==> src/rtl/dds_pkg.sv <==
`default_nettype none
// +--------------------------------------------------------------------------+
// | dds_pkg : shared widths, quadrant/tag types and sine-table helpers       |
// | Revision: 1.0                                                            |
// +--------------------------------------------------------------------------+
package dds_pkg;

  localparam int PHASE_W = 28;
  localparam int IDX_W   = 10;
  localparam int LUT_AW  = 8;
  localparam int LUT_DW  = 9;
  localparam int DAC_W   = 10;
  localparam logic [DAC_W-1:0] SINE_MID = 10'd512;

  typedef enum logic [1:0] {
    Q_RISE     = 2'd0,
    Q_FALL     = 2'd1,
    Q_NEG_FALL = 2'd2,
    Q_NEG_RISE = 2'd3
  } quadrant_e;

  // Side information travelling down the sine pipeline next to the ROM read.
  typedef struct packed {
    logic      valid;
    logic      sq;
    quadrant_e quad;
  } tag_t;

  function automatic logic [LUT_AW-1:0] fold_addr(input quadrant_e q,
                                                  input logic [LUT_AW-1:0] a);
    return (q == Q_FALL || q == Q_NEG_RISE) ? ~a : a;
  endfunction

  function automatic logic [DAC_W-1:0] apply_sign(input quadrant_e q,
                                                  input logic [LUT_DW-1:0] mag);
    if (q == Q_RISE || q == Q_FALL) begin
      return SINE_MID + DAC_W'(mag);
    end
    return (SINE_MID - DAC_W'(1)) - DAC_W'(mag);
  endfunction

  // Elaboration-time table entry: round(511*sin(2*pi*(i+0.5)/1024)) via Taylor series.
  function automatic logic [LUT_DW-1:0] sine_entry(input int i);
    real x;
    real term;
    real acc;
    x    = 2.0 * 3.14159265358979323846 * (real'(i) + 0.5) / 1024.0;
    term = x;
    acc  = x;
    for (int k = 1; k < 12; k++) begin
      term = -term * x * x / real'((2 * k) * (2 * k + 1));
      acc  = acc + term;
    end
    return LUT_DW'($rtoi(511.0 * acc + 0.5));
  endfunction

endpackage
`default_nettype wire

==> src/rtl/sine_rom_q.sv <==
`default_nettype none
// +--------------------------------------------------------------------------+
// | sine_rom_q : quarter-wave sine table, synchronous read, 1-cycle latency  |
// | Revision: 1.0                                                            |
// +--------------------------------------------------------------------------+
module sine_rom_q
  import dds_pkg::*;
(
  input  logic              clk,
  input  logic              rst_n,
  input  logic              en,
  input  logic [LUT_AW-1:0] addr,
  output logic [LUT_DW-1:0] data
);

  logic [LUT_DW-1:0] table_w [2**LUT_AW];
  logic [LUT_DW-1:0] data_q;
  logic [LUT_DW-1:0] data_d;

  for (genvar gi = 0; gi < 2**LUT_AW; gi++) begin : g_rom
    localparam logic [LUT_DW-1:0] C_ENTRY = sine_entry(gi);
    assign table_w[gi] = C_ENTRY;
  end

  always_comb begin
    data_d = data_q;
    if (en) begin
      data_d = table_w[addr];
    end
  end

  always_ff @(posedge clk or negedge rst_n) begin
    if (!rst_n) begin
      data_q <= '0;
    end else begin
      data_q <= data_d;
    end
  end

  assign data = data_q;

endmodule
`default_nettype wire

==> src/rtl/dds_phase_accum.sv <==
`default_nettype none
// +--------------------------------------------------------------------------+
// | dds_phase_accum : DDS phase accumulator with glitch-filtered tuning word |
// | Revision: 1.0                                                            |
// +--------------------------------------------------------------------------+
module dds_phase_accum
  import dds_pkg::*;
(
  input  logic               CLOCK_50,
  input  logic               RST_N,
  input  logic [PHASE_W-1:0] M,
  input  logic               EN,
  output logic [DAC_W-1:0]   SINE,
  output logic               SQ,
  output logic               WRAP,
  output logic [PHASE_W-1:0] PHASE
);

  logic [PHASE_W-1:0] m_s1_q, m_s1_d;
  logic [PHASE_W-1:0] m_s2_q, m_s2_d;
  logic [PHASE_W-1:0] m_s3_q, m_s3_d;
  logic [PHASE_W-1:0] p_q, p_d;
  logic [PHASE_W-1:0] a_q, a_d;
  logic [PHASE_W-1:0] phase_q, phase_d;
  logic               wrap_q, wrap_d;
  logic [PHASE_W:0]   sum_w;

  logic [IDX_W-1:0]   idx_w;
  quadrant_e          quad_w;
  tag_t               tag1_q, tag1_d;
  tag_t               tag2_q, tag2_d;
  logic [LUT_AW-1:0]  addr1_q, addr1_d;
  logic [LUT_DW-1:0]  rom_data_w;
  logic [DAC_W-1:0]   sine_q, sine_d;
  logic               sq_q, sq_d;

  assign sum_w = {1'b0, phase_q} + {1'b0, a_q};

  // The synchronizer and pending word keep running while EN is low.
  always_comb begin
    m_s1_d  = M;
    m_s2_d  = m_s1_q;
    m_s3_d  = m_s2_q;
    p_d     = (m_s2_q == m_s3_q) ? m_s2_q : p_q;
    phase_d = phase_q;
    a_d     = a_q;
    wrap_d  = 1'b0;
    if (EN) begin
      phase_d = sum_w[PHASE_W-1:0];
      wrap_d  = sum_w[PHASE_W];
      if (sum_w[PHASE_W] || (a_q == '0)) begin
        a_d = p_q;
      end
    end
  end

  assign idx_w  = phase_q[PHASE_W-1 -: IDX_W];
  assign quad_w = quadrant_e'(idx_w[IDX_W-1 -: 2]);

  // Samples taken while the active word is zero are not emitted, so SINE
  // holds its last value (midscale after reset) until the accumulator runs.
  always_comb begin
    tag1_d  = tag1_q;
    addr1_d = addr1_q;
    tag2_d  = tag2_q;
    sine_d  = sine_q;
    sq_d    = sq_q;
    if (EN) begin
      tag1_d  = '{valid: (a_q != '0), sq: phase_q[PHASE_W-1], quad: quad_w};
      addr1_d = fold_addr(quad_w, idx_w[LUT_AW-1:0]);
      tag2_d  = tag1_q;
      sq_d    = tag2_q.sq;
      if (tag2_q.valid) begin
        sine_d = apply_sign(tag2_q.quad, rom_data_w);
      end
    end
  end

  sine_rom_q u_rom (
    .clk   (CLOCK_50),
    .rst_n (RST_N),
    .en    (EN),
    .addr  (addr1_q),
    .data  (rom_data_w)
  );

  always_ff @(posedge CLOCK_50 or negedge RST_N) begin
    if (!RST_N) begin
      m_s1_q  <= '0;
      m_s2_q  <= '0;
      m_s3_q  <= '0;
      p_q     <= '0;
      a_q     <= '0;
      phase_q <= '0;
      wrap_q  <= 1'b0;
      tag1_q  <= '0;
      addr1_q <= '0;
      tag2_q  <= '0;
      sine_q  <= SINE_MID;
      sq_q    <= 1'b0;
    end else begin
      m_s1_q  <= m_s1_d;
      m_s2_q  <= m_s2_d;
      m_s3_q  <= m_s3_d;
      p_q     <= p_d;
      a_q     <= a_d;
      phase_q <= phase_d;
      wrap_q  <= wrap_d;
      tag1_q  <= tag1_d;
      addr1_q <= addr1_d;
      tag2_q  <= tag2_d;
      sine_q  <= sine_d;
      sq_q    <= sq_d;
    end
  end

  assign PHASE = phase_q;
  assign WRAP  = wrap_q;
  assign SINE  = sine_q;
  assign SQ    = sq_q;

endmodule
`default_nettype wire
==> config.mk <==
export PLATFORM = sky130hd
export DESIGN_NAME = dds_phase_accum
export DESIGN_NICKNAME = d
export VERILOG_FILES = /design/src/rtl/dds_pkg.sv /design/src/rtl/sine_rom_q.sv /design/src/rtl/dds_phase_accum.sv
export SDC_FILE = /design/constraint.sdc
export NUM_CORES = 1
export LEC_CHECK = 0
export ABC_AREA = 1
export CAP_MARGIN = 20
export CORE_MARGIN = 10
export CORE_UTILIZATION = 54
export CTS_CLUSTER_SIZE = 40
export DETAILED_ROUTE_END_ITERATION = 10
export GPL_TIMING_DRIVEN = 0
export HOLD_SLACK_MARGIN = 0.12
export PLACE_DENSITY = 0.78
export SLEW_MARGIN = 20
export SYNTH_ARGS = -nofsm -noshare
export SYNTH_HDL_FRONTEND = slang
export SYNTH_HIERARCHICAL = 1
export SYNTH_SLANG_ARGS = --single-unit
==> constraint.sdc <==
create_clock -name CLOCK_50 -period 2 [get_ports CLOCK_50]
set_clock_uncertainty 0.15 [all_clocks]
set_input_delay 0.4 -clock CLOCK_50 [delete_from_list [all_inputs] [get_ports CLOCK_50]]
set_output_delay 0.4 -clock CLOCK_50 [all_outputs]
set_load 0.005 [all_outputs]
==> flow_summary.ini, run 1 <==
[floorplan]
core.rowCount = 52
dieArea_um2 = 27050
starting_density_pct = 55.34
die-width_um = 164.5
pin_count = 71
die_height_um = 164.5
core_um2 = 20360

[yosys]
largest_area_contributor_in_the_synthesized_netlist = sky130_fd_sc_hd__dfrtp_1
postSynthNetCount = 1581
syn-cell-area_um2 = 11270
synthesis.instances = 1508
yosysWarnings = 6
synthTopCellsByArea = sky130_fd_sc_hd__dfrtp_1, sky130_fd_sc_hd__nand2_1, sky130_fd_sc_hd__nand3_1
avgSynthCellArea_um2 = 7.473
count_of_flip_flops_with_a_built_in_enable_after_synthesis = 0
synth-main-ff-cell = sky130_fd_sc_hd__dfrtp_1
part_of_the_yosys_area_used_for_sequential_elements_pct = 44.64
ys_async_rst_share_pct = 100.0
netlist-cell-type-count = 42
top_cell_type_s_share_of_synthesized_area_pct = 44.41
synth_seq_cells = 201

[worst_hold_path]
hold-path-endpoint = m_s1_q[17]$_DFF_PN0_
number_of_instances_on_the_worst_hold_path = 1
hp-class = input port to register
min_from = M[17]

[placement]
placement.io_buffers = 69
finalWeightedCongestion = 1.005
placed_cells_incl_taps = 1849
estimated_wirelength_of_the_detail_placed_design_um = 23750

[clock_network]
tritoncts = done
h-tree-depth = 1
cts.sinks = 201
insertion_delay_ps = 500
buffers_from_clock_root_to_sink_at_most = 3
clkTransAtPathRegs_ps = 60
cts.root.buffer_cell = sky130_fd_sc_hd__clkbuf_16
numCtsBuffers = 21

[layout]
final_cell_count_no_fill = 1978
fraction_of_final_layout_cells_with_drive_strength_greater_than_1_pct = 27.94
layout.core_utilization_pct = 74.76
layout-area-overhead-vs-synth_pct = 35.09
final_nets = 1766

[worst_setup_path]
worst-setup-path-type = register to register
rrSetupSlack_ps = -260
worst_setup_path_start_kind = register
cp.required_ps = 2230
rr_startpoint = a_q[13]$_DFFE_PN0P_
end_kind = register
critical_path_arrival_ps = 2490
cp_cell_sequence = ha_4 > buf_4 > nand2_1 > nor2_2 > nand2_2 > nor2_4 > nand2_4 > nand3_4 > nand2_8 > buf_6 > nand2_2 > nand2_1
worst-path-buf-inv = 2
timing.rr.end = a_q[24]$_DFFE_PN0P_
crit_family = simple AND/OR/NAND/NOR gates
cpPeakStageDelay_ps = 450
reg2reg_depth = 12
slowest_stage = sky130_fd_sc_hd__dfrtp_1
timing.critical_path.fanout_max = 5

[timing]
slew_viol_final = 0
worst_pin_slew_ps = 903.3
post-route-period-util_pct = 113.2
timing.final.hold_violations = 0
timing.final.setup_violations = 53
maxClockFrequency_mhz = 441.6
timing.final.ws_setup_ps = -264.3
grt_setup_unrepaired = true
worst_slew_margin_rel_pct = 39.78
period_needed_ps = 2264

[routing]
routed_wirelength_um = 36360
detail_route.first_pass.iterations = 6
avg_vias_per_cell = 5.577
ant_nets = 0
avgRoutedWirePerCell_um = 18.38
drt_iter0_drc = 709
via_count = 11030
post-route-drc-count = 0

[grt]
grt_max_degree = 103
antenna_violations_before_repair = 1
grt_remaining_overflow = 0
grt_first_pass_wirelength_um = 54830
grt_overall_usage_pct = 25.29
via_count_of_the_first_global_routing_pass = 10920

[run_status]
status = finished, violations left
violations = negative setup slack

[power_and_ir_drop]
static-leakage-power_nw = 7.684
peakVddDrop_mv = 0.8547
areal_power_density_over_the_cells_nw_per_um2 = 575.6

[flow_run]
drv_cap = 0
## flip-flops by register name (all words and copies together), names as in the netlist
name,cells
PHASE,28
a_q,28
m_s1_q,28
m_s2_q,28
m_s3_q,28
p_q,28
SINE,10
u_rom/data,9
addr1_q,8
tag1_q,2
tag2_q,2
SQ,1
WRAP,1
## kinds of logic after synthesis
| logic type | share of synthesized area (%) |
|---|---|
| AO/OA/AOI/OAI | 6.195 |
| XOR/XNOR | 3.808 |
| adder cells (fa/ha/maj) | 4.730 |
| buffers and inverters | 7.594 |
| flip-flops | 44.64 |
| AND/OR/NAND/NOR | 33.03 |
## placed cells by master, fill, tap and decap left out, types with 8 or more instances in the layout
| cell | n |
|---|---|
| sky130_fd_sc_hd__nand2_1 | 485 |
| sky130_fd_sc_hd__dfrtp_1 | 166 |
| sky130_fd_sc_hd__inv_1 | 120 |
| sky130_fd_sc_hd__nand3_1 | 115 |
| sky130_fd_sc_hd__nand2_2 | 88 |
| sky130_fd_sc_hd__buf_4 | 78 |
| sky130_fd_sc_hd__nor2_1 | 74 |
| sky130_fd_sc_hd__xnor2_1 | 47 |
| sky130_fd_sc_hd__o21ai_0 | 47 |
| sky130_fd_sc_hd__nand3_2 | 41 |
| sky130_fd_sc_hd__clkdlybuf4s50_1 | 41 |
| sky130_fd_sc_hd__dfrtp_2 | 34 |
| sky130_fd_sc_hd__a21oi_1 | 34 |
| sky130_fd_sc_hd__ha_4 | 34 |
| sky130_fd_sc_hd__buf_6 | 25 |
| sky130_fd_sc_hd__clkbuf_16 | 23 |
| sky130_fd_sc_hd__nand2_4 | 22 |
| sky130_fd_sc_hd__dlygate4sd2_1 | 20 |
| sky130_fd_sc_hd__clkbuf_1 | 18 |
| sky130_fd_sc_hd__nor2_2 | 17 |
| sky130_fd_sc_hd__o21ai_1 | 16 |
| sky130_fd_sc_hd__inv_2 | 12 |
| sky130_fd_sc_hd__a21oi_2 | 11 |
| sky130_fd_sc_hd__buf_2 | 10 |
| sky130_fd_sc_hd__nand4_1 | 9 |
| sky130_fd_sc_hd__nand3b_1 | 9 |
| sky130_fd_sc_hd__nor2_4 | 8 |
## final cells by class
| cell class | instances | area [um2] |
|---|---|---|
| clock buffers | 31 | 613.1 |
| diodes | 1 | 2.502 |
| plain buffers | 53 | 361.6 |
| flip-flops and latches | 201 | 5074 |
| multi-input cells | 1112 | 6678 |
| fillers | 1443 | 5140 |
| inverters | 143 | 568.0 |
| repair buffers | 161 | 1526 |
| well taps | 270 | 337.8 |
| clock inverters | 6 | 63.81 |
## layer usage
metal | share of wire (%) | GRT usage [%] | up-vias
li1 | - | - | 5148
met4 | 7.1 | 14.45 | 0
met2 | 51 | 46.50 | 580
met1 | 35 | 27.22 | 5089
met3 | 7.3 | 3.585 | 214
met5 | 0 | 0 | -
## where the power goes
part	total (mW)	switching (mW)	leakage [nW]	internal (mW)
logic	0.668	0.350	4.82	0.318
clock network	3.79	1.54	0.327	2.25
registers	4.30	0.104	2.54	4.20
total	8.76	1.99	7.68	6.77
## synth_stat cells (4+ instances only)
master	instances
sky130_fd_sc_hd__o21ai_0	67
sky130_fd_sc_hd__buf_1	4
sky130_fd_sc_hd__nand3b_1	9
sky130_fd_sc_hd__a21oi_1	47
sky130_fd_sc_hd__nor2_2	6
sky130_fd_sc_hd__or2_2	4
sky130_fd_sc_hd__dfrtp_1	200
sky130_fd_sc_hd__nand2_1	586
sky130_fd_sc_hd__clkbuf_1	16
sky130_fd_sc_hd__inv_1	133
sky130_fd_sc_hd__nor2_1	92
sky130_fd_sc_hd__xnor2_1	49
sky130_fd_sc_hd__o21ai_1	4
sky130_fd_sc_hd__nor3_1	4
sky130_fd_sc_hd__ha_1	41
sky130_fd_sc_hd__nand3_1	156
sky130_fd_sc_hd__a31oi_1	5
sky130_fd_sc_hd__nand4_1	9
sky130_fd_sc_hd__nand2_2	8
sky130_fd_sc_hd__buf_4	8
sky130_fd_sc_hd__inv_2	8
sky130_fd_sc_hd__buf_2	19
sky130_fd_sc_hd__nand3_2	5
## stage by stage
step / cell area, um2 / hold WS [ps] / worst slack [ps] / setup TNS, ps / total power [mW]
floorplan: 11280 / -45.59 / -45.44 / -908.3 / 4.579
global placement: 12310 / 182.0 / -8413 / -1563430 / 4.868
detailed placement: 12370 / 35.13 / -669.5 / -21170 / 4.897
CTS: 14170 / 176.5 / -166.8 / -4828 / 8.738
global route: 15220 / 177.5 / -332.8 / -13530 / 9.050
finish: 15220 / 190.2 / -264.3 / -9367 / 8.764
## how the worst max path moves through the flow
| stage | from | endpoint | depth (start not counted) |
|---|---|---|---|
| global route | a_q[13]$_DFFE_PN0P_ | a_q[26]$_DFFE_PN0P_ | 12 |
| global placement | RST_N | addr1_q[1]$_DFFE_PN0P_ | 1 |
| floorplan | PHASE[0]$_DFFE_PN0P_ | a_q[8]$_DFFE_PN0P_ | 14 |
| detailed placement | addr1_q[1]$_DFFE_PN0P_ | u_rom/data[0]$_DFFE_PN0P_ | 13 |
| CTS | PHASE[0]$_DFFE_PN0P_ | a_q[12]$_DFFE_PN0P_ | 14 |
| finish | a_q[13]$_DFFE_PN0P_ | a_q[24]$_DFFE_PN0P_ | 12 |
## repair_timing
| action | 4_1_cts | 5_1_grt |
|---|---|---|
| resized for setup | 196 | 228 |
| setup buffers | 49 | 36 |
| pin swaps | 20 | 85 |
| cloned | 2 | 3 |
| endpoints found under the setup margin | 86 | 82 |
| endpoints found under the hold margin | 98 | 0 |
| hold buffers | 2 | 0 |
No activity file was read; power rests on OpenSTA's default activity.
==> run 2, diff against run 1 <==
--- a/config.mk
+++ b/config.mk
@@ -13,6 +13,7 @@
 export DETAILED_ROUTE_END_ITERATION = 10
 export GPL_TIMING_DRIVEN = 0
 export HOLD_SLACK_MARGIN = 0.12
+export MAX_ROUTING_LAYER = met4
 export PLACE_DENSITY = 0.78
 export SLEW_MARGIN = 20
 export SYNTH_ARGS = -nofsm -noshare
==> flow_summary.ini, run 2 (synthesis gave the netlist of run 1 again) <==
[timing]
period_needed_ps = 2382
timing.final.setup_violations = 86
timing.final.hold_violations = 0
timing.final.ws_setup_ps = -382.0
maxClockFrequency_mhz = 419.8
post-route-period-util_pct = 119.1
slew_viol_final = 0
worst_slew_margin_rel_pct = 31.98
worst_pin_slew_ps = 1020
grt_setup_unrepaired = true

[routing]
drt_iter0_drc = 1042
routed_wirelength_um = 42470
avg_vias_per_cell = 5.908
avgRoutedWirePerCell_um = 21.48
ant_nets = 0
detail_route.first_pass.iterations = 9
post-route-drc-count = 0
via_count = 11680

[power_and_ir_drop]
finalPower_mw = 9.026
p_comb_share_pct = 8.0
power.share.sequential_pct = 47.9
areal_power_density_over_the_cells_nw_per_um2 = 596.0
power_frac_clock_pct = 44.1
power_switching_share_pct = 24.38
internal_power_mw = 6.825
peakVddDrop_mv = 0.8315
p_sw_mw = 2.201
static-leakage-power_nw = 7.744

[layout]
layout.cell_area.non_filler_um2 = 15150
fillerInstances = 1314
final_nets = 1765
layout.core_utilization_pct = 74.37
layout_common_cells = sky130_fd_sc_hd__nand2_1, sky130_fd_sc_hd__dfrtp_1, sky130_fd_sc_hd__nand3_1, sky130_fd_sc_hd__inv_1, sky130_fd_sc_hd__buf_4
final_cell_count_no_fill = 1977
layout_commonest_cell = sky130_fd_sc_hd__nand2_1
fraction_of_final_layout_cells_with_drive_strength_greater_than_1_pct = 27.42
layout-area-overhead-vs-synth_pct = 34.40
n_antenna_cell = 0

[worst_setup_path]
rr_startpoint = a_q[17]$_DFFE_PN0P_
timing.critical_path.fanout_max = 6
cp.required_ps = 2240
worst_setup_path_start_kind = register
end_kind = register
worst-setup-path-type = register to register
startpoint = a_q[17]$_DFFE_PN0P_
critical_path_arrival_ps = 2620

[clock_network]
numCtsBuffers = 21
buffers_from_clock_root_to_sink_at_most = 3
insertion_delay_ps = 520
cts.root.buffer_cell = sky130_fd_sc_hd__clkbuf_16
clkTransAtPathRegs_ps = 70
cts.sinks = 201
h-tree-depth = 1
tritoncts = done

[grt]
via_count_of_the_first_global_routing_pass = 11160
grt_first_pass_wirelength_um = 59350
grt_overall_usage_pct = 28.50
grt_remaining_overflow = 0
antenna_violations_before_repair = 0
grt_max_degree = 104

[placement]
post_dp_cell_area_um2 = 12340
placement.io_buffers = 69
finalWeightedCongestion = 0.9918
estimated_wirelength_of_the_detail_placed_design_um = 25390
placed_cells_incl_taps = 1848

[floorplan]
core_um2 = 20360
starting_density_pct = 55.34
dieArea_um2 = 27050
core.rowCount = 52
die_height_um = 164.5
die-width_um = 164.5
pin_count = 71

[flow_run]
drv_cap = 0

[worst_hold_path]
hp-class = input port to register
min_from = M[18]

[run_status]
violations = negative setup slack
status = finished, violations left
[run 2: stage by stage]
| stage | TNS (ps) | setup slack, ps | hold slack, ps |
|---|---|---|---|
| 2_1_floorplan | -908.3 | -45.44 | -45.59 |
| 3_3_place_gp | -1570830 | -8402 | 183.0 |
| 3_5_place_dp | -27700 | -680.6 | 184.7 |
| 4_1_cts | -4539 | -154.1 | 167.8 |
| 5_1_grt | -24000 | -424.4 | 182.2 |
| 6_report | -17260 | -382.0 | 167.4 |
[run 2: timing repair]
item | in CTS | in global routing
hold buffers | 1 | 0
cloned | 1 | 2
pin swaps | 39 | 65
endpoints found under the setup margin | 106 | 85
hold endpoints to repair | 97 | 0
buffers inserted | 46 | 41
gates resized for setup | 239 | 166
[run 2: area by class of cell]
cell class	instances	area (um2)	area share, %
Clock buffer	28	571.8	3.775
Multi-Input combinational cell	1111	6624	43.73
Clock inverter	10	115.1	0.7600
Tap cell	270	337.8	2.230
Inverter	143	558.0	3.684
Timing Repair Buffer	161	1470	9.707
Sequential cell	201	5079	33.53
Buffer	53	390.4	2.577
[run 2: path summary, 6_finish.rpt]
check / to / slack [ps] / cells after the start
max in group asynchronous: a_q[23]$_DFFE_PN0P_ / 340 / 3
worst min-delay path: m_s1_q[18]$_DFF_PN0_ / 170 / 1
worst min register to register: m_s2_q[9]$_DFF_PN0_ / 190 / 0
worst max register to register: a_q[17]$_DFFE_PN0P_ / -380 / 10
worst max-delay path: a_q[17]$_DFFE_PN0P_ / -380 / 10
min in group asynchronous: PHASE[3]$_DFFE_PN0P_ / 390 / 2
[run 2: critical path: stages (launching register included)]
cell	delay, ps
sky130_fd_sc_hd__dfrtp_1	420
sky130_fd_sc_hd__buf_4	150
sky130_fd_sc_hd__nor2_1	110
sky130_fd_sc_hd__nand3_1	110
sky130_fd_sc_hd__nor2_1	290
sky130_fd_sc_hd__nand4_1	300
sky130_fd_sc_hd__nand3_4	250
sky130_fd_sc_hd__nand2_8	110
sky130_fd_sc_hd__buf_8	190
sky130_fd_sc_hd__nand2_1	80
sky130_fd_sc_hd__nand2_1	90
[run 2: metal layers]
metal,vias up,share of wire [%],routed length (um),GRT usage [%]
met1,5501,35,14810,29.95
met2,778,50,21180,50.66
met4,0,7.7,3250,16.38
li1,5150,-,-,-
met5,-,0,0,-
met3,252,7.6,3237,3.734
[run 2: power groups by stage]
stage,Clock [mW],Sequential [mW],Combinational (mW)
finish,3.98,4.32,0.722
global route,4.19,4.33,0.767
CTS,3.95,4.31,0.611
detailed placement,0,4.37,0.535
global placement,0,4.36,0.510
floorplan,0,4.34,0.239
==> run 3, diff against run 2 <==
==> constraint.sdc (replaced) <==
create_clock -name CLOCK_50 -period 2 [get_ports CLOCK_50]
set_clock_uncertainty 0.15 [all_clocks]
set_input_delay 0.4 -clock CLOCK_50 [delete_from_list [all_inputs] [get_ports CLOCK_50]]
set_output_delay 0.4 -clock CLOCK_50 [all_outputs]
set_load 0.02 [all_outputs]
==> flow_summary.ini, run 3 (synthesis gave the netlist of run 1 again) <==
[layout]
n_antenna_cell = 0
layout_commonest_cell = sky130_fd_sc_hd__nand2_1
layout_common_cells = sky130_fd_sc_hd__nand2_1, sky130_fd_sc_hd__dfrtp_1, sky130_fd_sc_hd__inv_1, sky130_fd_sc_hd__nand3_1, sky130_fd_sc_hd__nand2_2
fraction_of_final_layout_cells_with_drive_strength_greater_than_1_pct = 29.46
final_nets = 1772
layout-area-overhead-vs-synth_pct = 36.28
ff_latch_area_um2 = 5077
multi_input_gate_area_um2 = 6842
fillerInstances = 1410
final_cell_count_no_fill = 1981

[routing]
avg_vias_per_cell = 5.657
drt_iter0_drc = 801
post-route-drc-count = 0
via_count = 11210
detail_route.first_pass.iterations = 7
ant_nets = 0
avgRoutedWirePerCell_um = 19.66
routed_wirelength_um = 38940

[worst_setup_path]
end_kind = register
worst-setup-path-type = register to register
timing.critical_path.fanout_max = 4
critical_path_arrival_ps = 2760
worst_setup_path_start_kind = register
cp.required_ps = 2170

[floorplan]
core_um2 = 20360
core.rowCount = 52
pin_count = 71
die_height_um = 164.5
starting_density_pct = 55.34
dieArea_um2 = 27050
die-width_um = 164.5

[timing]
timing.final.setup_violations = 57
timing.final.hold_violations = 0
slew_viol_final = 0
timing.final.ws_setup_ps = -594.7
grt_setup_unrepaired = true
post-route-period-util_pct = 129.7
worst_slew_margin_rel_pct = 28.65
period_needed_ps = 2595
worst_pin_slew_ps = 1070
maxClockFrequency_mhz = 385.4

[run_status]
status = finished, violations left
violations = negative setup slack

[clock_network]
cts.root.buffer_cell = sky130_fd_sc_hd__clkbuf_16
cts.sinks = 201
tritoncts = done
insertion_delay_ps = 500
buffers_from_clock_root_to_sink_at_most = 3
numCtsBuffers = 21
clkTransAtPathRegs_ps = 70
h-tree-depth = 1

[placement]
finalWeightedCongestion = 0.9987
estimated_wirelength_of_the_detail_placed_design_um = 24780
detailedPlace.worstSlack_ps = -653.1
placed_cells_incl_taps = 1849
placement.io_buffers = 69

[grt]
antenna_violations_before_repair = 0
via_count_of_the_first_global_routing_pass = 11070
grt_max_degree = 87
grt_first_pass_wirelength_um = 56630
grt_overall_usage_pct = 27.06
grt_remaining_overflow = 0

[power_and_ir_drop]
areal_power_density_over_the_cells_nw_per_um2 = 564.6
static-leakage-power_nw = 7.987
peakVddDrop_mv = 0.7142

[flow_run]
drv_cap = 0

[worst_hold_path]
hp-class = input port to register
-- run 3: worst max-delay path, cell delays in order (launching register included) --
cell and delay (ps):
sky130_fd_sc_hd__dfrtp_1 430, sky130_fd_sc_hd__ha_4 160, sky130_fd_sc_hd__inv_2 30, sky130_fd_sc_hd__fa_2 330
sky130_fd_sc_hd__inv_2 100, sky130_fd_sc_hd__buf_4 150, sky130_fd_sc_hd__nand3_4 80, sky130_fd_sc_hd__nand3_4 170
sky130_fd_sc_hd__buf_4 140, sky130_fd_sc_hd__nor2_1 30, sky130_fd_sc_hd__o31ai_1 620
-- run 3: power breakdown --
part           total, mW  leakage (nW)  internal, mW  switching [mW]
clock network       3.57         0.310          2.01            1.56
logic              0.783          5.14         0.341           0.442
registers           4.32          2.53          4.20           0.116
-- run 3: stage by stage --
step / hold slack [ps] / util, % / instance area [um2] / power, mW / TNS, ps
finish: 191.1 / 75.42 / 15360 / 8.672 / -11350
global placement: 181.1 / 61.34 / 12490 / 4.939 / -1584420
detailed placement: 180.1 / 61.64 / 12550 / 4.972 / -21200
CTS: 187.7 / 70.12 / 14280 / 8.573 / -5770
floorplan: -45.59 / - / 11460 / 4.642 / -1304
global route: 191.5 / 75.42 / 15360 / 8.925 / -14430
-- run 3: layout make-up --
| cell class | count | share of cell area (%) |
|---|---|---|
| clock inverters | 8 | 0.3340 |
| multi-input cells | 1111 | 44.55 |
| flip-flops and latches | 201 | 33.06 |
| plain buffers | 53 | 2.354 |
| clock buffers | 27 | 3.699 |
| well taps | 270 | 2.200 |
| inverters | 143 | 3.699 |
| repair buffers | 168 | 10.11 |
-- run 3: timing repair --
item	in CTS	in global routing
endpoints found under the hold margin	130	0
hold buffers	1	0
pin swaps	53	97
setup buffers	39	57
resized for setup	244	217
gates cloned	3	0
endpoints found under the setup margin	97	80
-- run 3: final timing paths --
| kind | end | slack (ps) | depth (start not counted) | start |
|---|---|---|---|---|
| setup / recovery | PHASE[10]$_DFFE_PN0P_ | -590 | 10 | a_q[0]$_DFFE_PN0P_ |
| setup reg to reg | PHASE[10]$_DFFE_PN0P_ | -590 | 10 | a_q[0]$_DFFE_PN0P_ |
| hold / removal | m_s1_q[2]$_DFF_PN0_ | 190 | 1 | M[2] |
| min in group asynchronous | WRAP$_DFF_PN0_ | 250 | 2 | RST_N |
| max in group asynchronous | a_q[25]$_DFFE_PN0P_ | 340 | 4 | RST_N |
| hold reg to reg | m_s2_q[13]$_DFF_PN0_ | 200 | 0 | m_s1_q[13]$_DFF_PN0_ |
-- run 3: routing by layer --
metal | up-vias | GRT usage [%] | wire length, um
li1 | 5183 | - | -
met1 | 5264 | 28.33 | 13920
met2 | 551 | 47.72 | 19440
met3 | 209 | 3.958 | 2733
met4 | 0 | 16.02 | 2842
met5 | - | - | 0
